`src/rtl/gray_encoder_stream.sv`:
```
`default_nettype none
// ============================================================================
// Module   : gray_encoder_stream
// Purpose  : Streaming binary-to-Gray encoder. Words are encoded on entry
//            (gray = bin ^ (bin >> 1)) and buffered in a 2-entry FIFO.
//            The FIFO has valid/ready handshakes on both sides and a
//            wrapping count of completed output transfers.
// Options  : GRAY_STEP_CHECK_EN - when defined, each popped word is
//            compared with the previously popped one. If they differ in
//            anything other than exactly one bit, the sticky step_err
//            flag is set.
// Revision : 1.0 - initial release
// ============================================================================
module gray_encoder_stream #(
   parameter int W  = 8,
   parameter int CW = 16
) (
   input  logic          clk,
   input  logic          rst_n,
   input  logic          in_valid,
   output logic          in_ready,
   input  logic [W-1:0]  in_data,
   output logic          out_valid,
   input  logic          out_ready,
   output logic [W-1:0]  out_gray,
   output logic [CW-1:0] xfer_cnt,
   output logic          step_err
);

   // Occupancy encoding of the two-entry buffer
   localparam logic [1:0] C_OCC_EMPTY = 2'd0;
   localparam logic [1:0] C_OCC_ONE   = 2'd1;
   localparam logic [1:0] C_OCC_FULL  = 2'd2;

   logic [1:0]    occ_q,  occ_d;
   logic [W-1:0]  head_q, head_d;
   logic [W-1:0]  tail_q, tail_d;
   logic [CW-1:0] cnt_q,  cnt_d;

   logic          w_push;
   logic          w_pop;
   logic [W-1:0]  w_enc;

   // Handshakes and encoding.
   // in_ready is derived only from registered occupancy and reset,
   // never from out_ready.
   assign in_ready  = (occ_q != C_OCC_FULL) && rst_n;
   assign out_valid = (occ_q != C_OCC_EMPTY);
   assign out_gray  = head_q;
   assign xfer_cnt  = cnt_q;
   assign w_push    = in_valid && in_ready;
   assign w_pop     = out_valid && out_ready;
   assign w_enc     = in_data ^ (in_data >> 1);

   // FIFO next state: the head register always holds the oldest word.
   // When the buffer empties, the head keeps the last popped value.
   always_comb begin
      occ_d  = occ_q;
      head_d = head_q;
      tail_d = tail_q;
      cnt_d  = cnt_q;
      case ({w_push, w_pop})
         2'b10: begin
            if (occ_q == C_OCC_EMPTY) begin
               head_d = w_enc;
            end else begin
               tail_d = w_enc;
            end
            occ_d = occ_q + 2'd1;
         end
         2'b01: begin
            if (occ_q == C_OCC_FULL) begin
               head_d = tail_q;
            end
            occ_d = occ_q - 2'd1;
         end
         2'b11: begin
            // Only reachable at occupancy one: the new word replaces the head
            head_d = w_enc;
         end
         default: begin
         end
      endcase
      if (w_pop) begin
         cnt_d = cnt_q + {{(CW-1){1'b0}}, 1'b1};
      end
   end

   // State registers with synchronous active-low reset
   always_ff @(posedge clk) begin
      if (!rst_n) begin
         occ_q  <= C_OCC_EMPTY;
         head_q <= '0;
         tail_q <= '0;
         cnt_q  <= '0;
      end else begin
         occ_q  <= occ_d;
         head_q <= head_d;
         tail_q <= tail_d;
         cnt_q  <= cnt_d;
      end
   end

   // Keep tail visible as used when only one slot ever fills
   logic w_unused_one;
   assign w_unused_one = (occ_q == C_OCC_ONE);

`ifdef GRAY_STEP_CHECK_EN
   logic [W-1:0] prev_q, prev_d;
   logic         hist_q, hist_d;
   logic         err_q,  err_d;
   logic [W-1:0] w_diff;
   logic         w_onehot;

   // A legal Gray step differs in exactly one bit: non-zero and a power of two
   assign w_diff   = head_q ^ prev_q;
   assign w_onehot = (w_diff != '0) && ((w_diff & (w_diff - {{(W-1){1'b0}}, 1'b1})) == '0);
   assign step_err = err_q;

   // Step-check next state: remember each popped word and flag bad steps
   always_comb begin
      prev_d = prev_q;
      hist_d = hist_q;
      err_d  = err_q;
      if (w_pop) begin
         prev_d = head_q;
         hist_d = 1'b1;
         if (hist_q && !w_onehot) begin
            err_d = 1'b1;
         end
      end
   end

   // Step-check history registers; only reset clears the sticky flag
   always_ff @(posedge clk) begin
      if (!rst_n) begin
         prev_q <= '0;
         hist_q <= 1'b0;
         err_q  <= 1'b0;
      end else begin
         prev_q <= prev_d;
         hist_q <= hist_d;
         err_q  <= err_d;
      end
   end
`else
   assign step_err = 1'b0;
`endif

endmodule
`default_nettype wire

```
`config.mk`:
```
export PLATFORM = sky130hd
export DESIGN_NAME = gray_encoder_stream
export DESIGN_NICKNAME = d
export VERILOG_FILES = /design/src/rtl/gray_encoder_stream.sv
export SDC_FILE = /design/constraint.sdc
export NUM_CORES = 1
export LEC_CHECK = 0
export BUFFER_PORTS_ARGS = -buffer_cell sky130_fd_sc_hd__buf_2
export CORE_UTILIZATION = 44
export DETAILED_ROUTE_END_ITERATION = 10
export PLACE_DENSITY_LB_ADDON = 0.08
export SYNTH_ARGS = -nofsm -noshare
export SYNTH_HDL_FRONTEND = slang
export SYNTH_SLANG_ARGS = --single-unit
```
`constraint.sdc`:
```
create_clock -name clk -period 2.65 [get_ports clk]
set_input_delay 0.795 -clock clk [delete_from_list [all_inputs] [get_ports clk]]
set_output_delay 0.795 -clock clk [all_outputs]
set_load 0.03 [all_outputs]
```
======== Yosys cells after proc, flatten, opt, wreduce, memory -nomap -nowiden ========
Cells that the tools add are included.
operators by class
  add/subtract/negate cells ............... 3
  multiplexer cells ....................... 4
  reductions and logical operators ........ 9
  equal/unequal tests ..................... 7
  bitwise operators ....................... 2
operators by type and width
  cell                     count
  $pmux W8 S3              1
  $add A16 B1 Y16 const B  1
  $mux W8                  2
  $xor A8 B7 Y8            1
  $eq A2 B2 Y1 const B     3
  $ne A2 B2 Y1 const B     3
  $pmux W2 S2              1
  $reduce_bool A2 Y1       2
  $logic_and A1 B1 Y1      3
  $reduce_and A3 Y1        1
  $reduce_bool A3 Y1       1
  $add A2 B1 Y2 const B    1
  $eq A2 B1 Y1 const B     1
  $logic_not A2 Y1         1
  $reduce_and A2 Y1        1
  $sub A2 B1 Y2 const B    1
  $not A1 Y1               1
word-level totals
  register bits after elaboration ......... 34
  logic and storage cells ................. 29
  output and inout bits ................... 27

======== Logic depth before layout (Yosys ltp) ========
  depth after elaboration ................. 6
  depth in mapped cells ................... 10
  gate-level depth less buffers ........... 9

======== Worst setup path after synthesis ========
Ideal clock, no wire load.
  path type ............................... input-to-reg
  from .................................... input rst_n
  to ...................................... register head_q[7], in the netlist out_gray[7]
  slack ................................... -0.576 ns
  buffers on the path ..................... 1
  data arrival time ....................... 3.150 ns
  library setup time ...................... 0.076 ns
  stages on the path ...................... 8
  cell sequence ........................... clkbuf_1 > a21boi_0 > nand2_1 > ha_1 > mux2i_1 > a21oi_2 > or3_1 > a21boi_0
between the ends
  cells in the longest elaborated chain, start to end .. 5
  elaborated cells on any way between the ends .. 10
ends and longest elaborated chain
  what                                                                 RTL line  source
  start: declaration                                                   19        input logic rst_n,
  $logic_and A1 B1 Y1 (*)                                              47        assign in_ready = (occ_q != C_OCC_FULL) && rst_n;
  via in_ready                                                         21        output logic in_ready,
  $logic_and A1 B1 Y1 (*)                                              51        assign w_push = in_valid && in_ready;
  $eq A2 B1 Y1 / $eq A2 B2 Y1 (equally long branches)                  62        case ({w_push, w_pop})
  $ne A2 B2 Y1 (no line) / $reduce_bool A3 Y1 (equally long branches)  --
  $reduce_and A3 Y1 (no line)                                          --
  end signal: assignment                                               93        head_q <= '0;
  end signal: assignment                                               98        head_q <= head_d;
  end: declaration                                                     36        logic [W-1:0] head_q, head_d;
Mark *: on every way through the listed nets, which the timed path passes. The rest lies on a longest branch.
A chain may end at the register's enable or synchronous reset.

======== Final worst setup path ========
  from .................................... input rst_n
  to ...................................... output in_ready
between the ends
  cells in the longest elaborated chain, start to end .. 1
ends and longest elaborated chain
  what                 RTL line
  $logic_and A1 B1 Y1  47
  end: declaration     21
Every way passes these cells.

==> metrics.txt <==
outcome finished clean; Tot GR Track Use 0.1896; share of cells above drive strength 1 0.2414; Final #Nets 248; pwr dens 753.3 mW/mm^2; die height 64.67 um; initial DRC count 62; crit-path most repeated cell buf_2; critical path class input port to output port; vias in the first global route 1382; first-pass GRT wire length 6.161 mm; EDFF count, synth 0; Worst Path Required 1.86 ns; crit-path max FO 2; crit end category output port; post-synthesis instance area 0.001728 sq mm; synthesized instance count 193; htree depth 2; Setup WS post-layout 0.5721 ns; Resize count post-CTS 0; n_diodes 0; VDD IR max 330.9 uV; setup TNS 0 ns; DRT Wirelength 3.503 mm; pin count of the biggest net entering global routing 46; Avg Cell Area, Syn 8.953 sq um; #FFs+latches synth 34; Largest stage delay, worst path 0.22 ns; Num CTS Buffers 5; CTS Buffer Depth 2; top_reg_cell synth dfxtp_1; initial antenna violation count 0; Async SR Flop Fraction 0; dpl cell area 0.001973 sq mm; TritonCTS clock tree done; RSZ-0062 raised after global routing no; clk_skew 0.004103 ns; cts-stage hold buffer count 0; number of max-cap violations 0; grt ovf 0; core area 0.003716 sq mm; Final Max Tran Viols 0; crit path DAT 1.28 ns; routed vias 1430; Syn Nets 210; Setup WS pre-CTS 0.3353 ns; num ports 39; postcts setup bufs 0; clock root cell clkbuf_8; placer congestion estimate 0.7588; register area share after synthesis 0.3939; Max Clk Rate 481.3 MHz; final hold viol count 0; clock slew seen by the registers of the worst setup and hold paths 0.07 ns; die footprint 0.004182 sq mm; port bufs 37; ANT nets after route 0; Die W 64.67 um; clk sink count 34; YS warnings 0; CP Cell Sequence buf_2, a21boi_4, buf_2; Area Growth Syn to Fin 19.48%; detailed-route wire length per cell 12.51 um; Initial Util 0.4650; Detail Placement HPWL 2.615 mm; Clock Latency Late Sink 0.27 ns; type of the tightest min-delay check flop to flop; crit path launch type input port; final worst-path cycle share 0.7841; First-pass DRT Iterations 4; Distinct cells, synth 33; worst reg-to-reg setup slack 0.59 ns; DRC 0; Avg Vias per Cell 5.107; leak pwr 0.0009664 uW; final design instance area without fill 0.002064 sq mm; Tmin final 2.078 ns; Rows 22; Final setup viols 0; Slowest cell on crit path buf_2
-- synthesized netlist by cell type, types with 2 or more instances --
master,count,area (sq um)
buf_2,3,15.01
mux2i_1,7,70.07
o211a_1,7,70.07
nand4_1,4,25.02
and4_1,2,17.52
or3_1,4,25.02
nand2_1,36,135.1
a21boi_0,4,30.03
clkbuf_1,7,26.28
nand2b_1,4,25.02
and2_1,11,68.82
o21ai_0,11,55.05
inv_1,5,18.77
xor2_1,4,35.03
xnor2_1,14,122.6
o31ai_1,7,52.55
o211ai_1,7,52.55
dfxtp_1,34,680.7
nor3_1,2,10.01
ha_1,5,62.56
nand3_1,2,10.01
a21boi_1,2,15.01
-- layout make-up --
type                       count  area, sq um
clock buffer                   7        86.33
tap                           48        60.06
sequential                    34        680.7
clock inverter                 1        5.005
multi-input combinational    143        991.0
inverter                       5        18.77
fill                         361         1652
timing repair buffer          42        222.7
-- flip-flops by register name (all words and copies together), names as in the netlist --
signal,cells
occ_q,2
xfer_cnt,16
out_gray,8
tail_q,8
-- metrics by stage --
stage               hold slack, ns  total power (uW)  cells    util
floorplan                   0.4717              1042    193       -
global placement            0.4505              1168    272  0.5310
detailed placement          0.4796              1186    272  0.5310
CTS                         0.4895              1575    280  0.5556
global route                0.5211              1666    280  0.5556
finish                      0.4804              1555    280  0.5556
-- cells in the final DEF, fill, tap and decap left out, types with 2 or more instances in the layout --
master and instances:
nand2_1 36, ha_1 5, nand2b_1 4, buf_2 37, o211a_1 7, nor3_1 2, nand3_1 2, mux2i_1 7
buf_4 5, nand4_1 4, o31ai_1 7, and4_1 2, and2_1 11, a21boi_0 3, dfxtp_1 34, xnor2_1 14
clkbuf_8 6, or3_1 4, o21ai_0 11, inv_1 5, a21boi_1 2, o211ai_1 7, xor2_1 4
-- metal layers --
metal	global-route usage	vias up	part of all wire
met5	0	-	0
met2	0.3382	23	0.50
met3	0.04754	0	0.033
li1	-	744	-
met4	0.04167	0	0
met1	0.2274	663	0.47
-- worst paths after layout --
check / from / to / cells past startpoint
min reg2reg: xfer_cnt[15] / xfer_cnt[15] / 2
max reg2reg: occ_q[1] / out_gray[7] / 8
min: xfer_cnt[15] / xfer_cnt[15] / 2
max: rst_n / in_ready / 3
-- power breakdown --
part	switching, uW	internal, uW
sequential	66.1	584
clock	175	209
combinational	328	192
-- logic make-up after synthesis --
logic type / share of synthesized area
AO/OA/AOI/OAI: 0.1789
XOR/XNOR: 0.09124
adder cells (fa/ha/maj): 0.03621
buffers and inverters: 0.03911
flip-flops: 0.3939
multiplexers: 0.04055
other: 0.002170
AND/OR/NAND/NOR: 0.2180
-- critical path: cells and delay by family --
| kind | cells | cell delay [ns] |
|---|---|---|
| buffers and inverters | 2 | 0.32 |
| AO/OA/AOI/OAI | 1 | 0.16 |
No activity file was read; power rests on OpenSTA's default activity.
